File: config.mk
export PLATFORM = sky130hd
export DESIGN_NAME = lfsr_stream_crypt
export DESIGN_NICKNAME = d
export VERILOG_FILES = /design/src/rtl/stream_crypt_pkg.sv /design/src/rtl/lfsr_step_n.sv /design/src/rtl/lfsr_stream_crypt.sv
export SDC_FILE = /design/constraint.sdc
export NUM_CORES = 1
export LEC_CHECK = 0
export CAP_MARGIN = 20
export CORE_MARGIN = 5
export CORE_UTILIZATION = 48
export CTS_BUF_LIST = sky130_fd_sc_hd__clkbuf_2
export CTS_CLUSTER_SIZE = 25
export DETAILED_ROUTE_END_ITERATION = 8
export PLACE_DENSITY = 0.9
export SLEW_MARGIN = 20
export SYNTH_ARGS = -nofsm -noshare
export SYNTH_HDL_FRONTEND = slang
export SYNTH_SLANG_ARGS = --single-unit
File: constraint.sdc
create_clock -name clk -period 1.95 [get_ports clk]
set_clock_uncertainty 0.1 [all_clocks]
set_input_delay 0.39 -clock clk [delete_from_list [all_inputs] [get_ports clk]]
set_output_delay 0.39 -clock clk [all_outputs]
set_load 0.02 [all_outputs]
File: src/rtl/stream_crypt_pkg.sv
// rtl/stream_crypt_pkg.sv - shared constants for the LFSR stream cipher
package stream_crypt_pkg;

  localparam int          BEAT_CNT_W   = 16;
  localparam logic [15:0] DEFAULT_TAPS = 16'hB400;
  localparam logic [15:0] DEFAULT_SEED = 16'hACE1;

endpackage

File: src/rtl/lfsr_step_n.sv
// rtl/lfsr_step_n.sv - combinational Fibonacci LFSR advanced STEPS shifts at once
module lfsr_step_n
  import stream_crypt_pkg::*;
#(
  parameter int                LFSR_W = 16,
  parameter logic [LFSR_W-1:0] TAPS   = LFSR_W'(DEFAULT_TAPS),
  parameter int                STEPS  = 8
) (
  input  logic [LFSR_W-1:0] state_i,
  output logic [LFSR_W-1:0] state_o
);

  logic [LFSR_W-1:0] walk;

  always_comb begin
    walk = state_i;
    for (int i = 0; i < STEPS; i++) begin
      walk = {walk[LFSR_W-2:0], ^(walk & TAPS)};
    end
    state_o = walk;
  end

endmodule

File: src/rtl/lfsr_stream_crypt.sv
// rtl/lfsr_stream_crypt.sv - LFSR keystream XOR cipher, 1-cycle registered stream; STREAM_ZERO_GUARD_EN rejects zero seeds
module lfsr_stream_crypt
  import stream_crypt_pkg::*;
#(
  parameter int                DATA_W         = 8,
  parameter int                LFSR_W         = 16,
  parameter logic [LFSR_W-1:0] TAPS           = LFSR_W'(DEFAULT_TAPS),
  parameter logic [LFSR_W-1:0] SEED           = LFSR_W'(DEFAULT_SEED),
  parameter int                REKEY_INTERVAL = 0
) (
  input  logic                  clk,
  input  logic                  rst_n,
  input  logic                  seed_load,
  input  logic [LFSR_W-1:0]     seed_in,
  input  logic                  s_valid,
  output logic                  s_ready,
  input  logic [DATA_W-1:0]     s_data,
  input  logic                  s_last,
  output logic                  m_valid,
  input  logic                  m_ready,
  output logic [DATA_W-1:0]     m_data,
  output logic                  m_last,
  output logic [BEAT_CNT_W-1:0] beat_cnt,
  output logic                  seed_err
);

  localparam logic [BEAT_CNT_W-1:0] REKEY_LAST = BEAT_CNT_W'(REKEY_INTERVAL - 1);

  logic [LFSR_W-1:0]     state_q, state_d, key_q, key_d, stepped, load_key;
  logic [DATA_W-1:0]     m_data_q, m_data_d;
  logic [BEAT_CNT_W-1:0] cnt_q, cnt_d;
  logic                  m_valid_q, m_valid_d, m_last_q, m_last_d, seed_err_q, seed_err_d;
  logic                  accept, drain, resync, zero_hit;

  lfsr_step_n #(.LFSR_W(LFSR_W), .TAPS(TAPS), .STEPS(DATA_W)) u_step (
    .state_i (state_q),
    .state_o (stepped)
  );

`ifdef STREAM_ZERO_GUARD_EN
  assign zero_hit = (seed_in == '0);
  assign load_key = zero_hit ? SEED : seed_in;
`else
  assign zero_hit = 1'b0;
  assign load_key = seed_in;
`endif

  assign s_ready = (!m_valid_q || m_ready) && !seed_load;
  assign accept  = s_valid && s_ready;
  assign drain   = m_valid_q && m_ready;
  assign resync  = s_last || ((REKEY_INTERVAL != 0) && (cnt_q == REKEY_LAST));

  always_comb begin
    state_d    = state_q;
    key_d      = key_q;
    cnt_d      = cnt_q;
    m_valid_d  = m_valid_q;
    m_data_d   = m_data_q;
    m_last_d   = m_last_q;
    seed_err_d = 1'b0;
    // A key load blocks accepts but lets an in-flight output beat complete.
    if (seed_load) begin
      key_d      = load_key;
      state_d    = load_key;
      cnt_d      = '0;
      seed_err_d = zero_hit;
      if (drain) m_valid_d = 1'b0;
    end else if (accept) begin
      m_data_d  = s_data ^ state_q[DATA_W-1:0];
      m_last_d  = s_last;
      m_valid_d = 1'b1;
      state_d   = resync ? key_q : stepped;
      cnt_d     = resync ? '0 : cnt_q + BEAT_CNT_W'(1);
    end else if (drain) begin
      m_valid_d = 1'b0;
    end
  end

  always_ff @(posedge clk or negedge rst_n) begin
    if (!rst_n) begin
      state_q    <= SEED;
      key_q      <= SEED;
      cnt_q      <= '0;
      m_valid_q  <= 1'b0;
      m_data_q   <= '0;
      m_last_q   <= 1'b0;
      seed_err_q <= 1'b0;
    end else begin
      state_q    <= state_d;
      key_q      <= key_d;
      cnt_q      <= cnt_d;
      m_valid_q  <= m_valid_d;
      m_data_q   <= m_data_d;
      m_last_q   <= m_last_d;
      seed_err_q <= seed_err_d;
    end
  end

  assign m_valid  = m_valid_q;
  assign m_data   = m_data_q;
  assign m_last   = m_last_q;
  assign beat_cnt = cnt_q;
  assign seed_err = seed_err_q;

endmodule
==> implementation parameters <==
Parameter                              Value

Drt
  DRC violation total after the first TritonRoute iteration ... 163
  Vias after detailed routing ... 2,537
  First-pass iteration count of the detailed router ... 4
  Final wirelength ... about 7000 µm
  Average routed wire per standard cell ... 15.0 µm
  Final routed DRC violation total ... 0
  Drt via density ... 5.43
  Final ANT Viol Nets ... 0

Placed design
  Worst setup timing slack at the placement stage ... -0.244 ns
  DP Area ... between 3000 and 4000 µm²
  HPWL after DPL ... 5210 µm
  # port buffers ... 56
  Final RePlAce weighted congestion ... 0.885
  Inst Count DP ... about 450

Worst setup path
  Count of cells along the worst register-to-register path ... 5
  Type of origin of the critical path ... flop
  Crit Reg-Reg Startpoint ... beat_cnt[0]
  Critical path peak fanout ... 5
  Setup slack on the worst flop-to-flop path ... 0.05 ns
  Class of the most critical setup path ... flop to flop
  Worst reg2reg path endpoint ... beat_cnt[11]
  Worst endpoint data arrival time ... 2.19 ns
  Type of element capturing the critical path ... flop
  Critical path required time ... 2.24 ns

Die
  Starting density of the core ... 0.494
  IO Pins ... a little under 60
  DIE WIDTH ... 88.3 µm
  Die Span Y ... 88.3 µm
  Site Rows ... 28
  Die Area ... 7800 µm²
  Std-Cell Core Area ... 5960 µm²

Global routing
  Largest net degree at the start of global routing ... 59
  Via count of the first global-routing pass ... 2,523
  Initial antenna violation count ... 0
  Global-route wire length before repair ... 11,800 µm
  Global route total overflow ... 0
  Global-route usage over all layers ... 0.199

Pwr
  Power density over cell area ... around 770 nW/µm²
  Lkg Pwr ... 1.76 nW
  Maximum ir drop on the vdd rail ... between 500 and 600 µV

Finish
  Area growth from synthesis to final layout ... 31.4%
  Final cell utilization of the core ... 0.649
  Top library cells by usage in the layout, fill and taps aside ... 42 x nand2_1, 39 x dfrtp_1, 31 x o21ai_0, 28 x clkdlybuf4s50_1, 26 x buf_4
  Most common cell after layout, fill and taps aside ... nand2_1
  Area of all placed cells without fillers ... 3870 µm²
  Filler-free cell count of the finished design ... 467
  Fraction of final layout cells sized beyond drive strength 1 ... 0.204
  NumNets Final ... 418
  Count of antenna diodes in the layout ... 0

Synth
  Dominant register cell in the synthesized netlist ... dfrtp_1
  Area fraction of the dominant cell type after synthesis ... 0.357
  Post-synthesis instance area ... slightly below 3000 µm²
  Mean instance size in the synthesized netlist ... approximately 9.5 µm²
  Yosys warning total ... 0
  Post-synthesis cell count ... about 300
  Synth area leader ... dfrtp_1
  Post-synthesis sequential element count ... between 50 and 60
  Number of nets in the synthesized netlist ... 340
  Count of different cell masters after synthesis ... 38
  Fraction of registers with async set/reset ... 1.00
  Number of synthesized flops with an enable pin ... 0
  Biggest area contributors in the synthesized netlist ... dfrtp_1 36%, dfstp_2 14%, xnor2_1 6.3%
  Portion of the post-synthesis area used by sequential elements ... 0.500

STA
  Final TNS setup ... 0 ns
  Final worst-path setup slack ... 0.0532 ns
  Min cycle time layout ... between 1.5 and 2 ns
  Max-slew violation count ... 0
  Number of endpoints with negative hold slack in the final report ... 0
  Peak Freq ... roughly 0.53 GHz
  Setup violators final ... 0
  Share of the clock period used by the worst path after layout ... 0.973

Outcome
  Status ... completed

CTS
  Buffer depth of the longest clock path ... 2
  Total CTS buffers ... 9
  Worst-Skew Late Latency ... ~0.50 ns
  Clock sink total ... 58
  H-tree levels ... 3
  CTS tree ... yes
  Library cell used as clock root buffer ... clkbuf_2
  Clock-pin slew on the worst setup and hold paths ... 0.18 ns

Worst hold path
  Type of the worst min-delay path ... input pin to async pin

Job
  Maximum capacitance violations ... 0
## routing by layer
layer / vias to the layer above / part of all wire / track usage
li1: 1214 / - / -
met1: 1231 / 0.44 / 0.255
met2: 79 / 0.49 / 0.313
met3: 13 / 0.049 / 0.0382
met4: 0 / 0.023 / 0.114
met5: - / 0 / 0
## cells in the mapped netlist (6+ instances only)
cell type,number
dfrtp_1,42
nand2_1,42
o21ai_0,31
xnor2_1,21
inv_1,19
nand3_1,18
dfstp_2,16
a21oi_1,14
nor2_1,13
clkbuf_1,11
mux2i_1,10
o211ai_1,10
mux2_2,9
a31oi_1,6
## report_power, final
group | internal (W) | switching [W] | total [W]
sequential | 0.00135 | 0.0000942 | 0.00144
clock | 0.000422 | 0.000460 | 0.000882
combinational | 0.000325 | 0.000337 | 0.000662
## worst max-delay path: stages, from the launching register on
cell	delay, ns
dfrtp_2	0.43
buf_4	0.12
nand4_1	0.14
or4_4	0.45
or4_1	0.42
a31oi_1	0.15
## final cells by class
class | count | area, µm²
clock inverter | 6 | 81.3
inverter | 19 | 71.3
sequential | 58 | 1480
clock buffer | 10 | 50.0
tap | 75 | 93.8
timing repair buffer | 84 | 759
multi-input combinational | 215 | 1340
fill | 471 | 2090
## flip-flops by register name, indices dropped and copies added, names as in the netlist
name and count:
state_q 16, beat_cnt 16, m_valid 1, m_data 8, key_q 16, m_last 1
## how the worst max path moves through the flow
stage / startpoint / to / slack, ns / cells after the start
floorplan: beat_cnt[0] / beat_cnt[14] / 0.01 / 5
global placement: m_ready / s_ready / -0.22 / 4
detailed placement: seed_load / beat_cnt[10] / -0.24 / 6
CTS: m_valid / s_ready / 0.009 / 3
global route: beat_cnt[10] / beat_cnt[10] / -0.008 / 2
finish: beat_cnt[0] / beat_cnt[11] / 0.05 / 5
## metrics by stage
step	power (W)	hold slack [ns]
6_report	0.00298	0.284
5_1_grt	0.00314	0.270
4_1_cts	0.00300	0.263
3_5_place_dp	0.00216	0.313
3_3_place_gp	0.00212	0.309
2_1_floorplan	0.00186	-0.00559
## kinds of logic (layout without fill, tap and decap cells)
kind of cell,after synthesis,after routing,synth area share
other,1,1,0.00127
flip-flops,58,58,0.500
AO/OA/AOI/OAI,69,69,0.137
adder cells (fa/ha/maj),1,1,0.00425
multiplexers,19,19,0.0685
AND/OR/NAND/NOR,99,99,0.160
buffers and inverters,36,119,0.0519
XOR/XNOR,26,26,0.0774
## repair_timing
action / 4_1_cts / 5_1_grt
cloned: 0 / 0
hold buffers: 1 / 0
pin swaps: 0 / 1
setup buffers: 0 / 3
setup endpoints to repair: 27 / 6
resized for setup: 31 / 7
endpoints found under the hold margin: 53 / 0
Note: power is estimated with default switching activity, not from simulation.
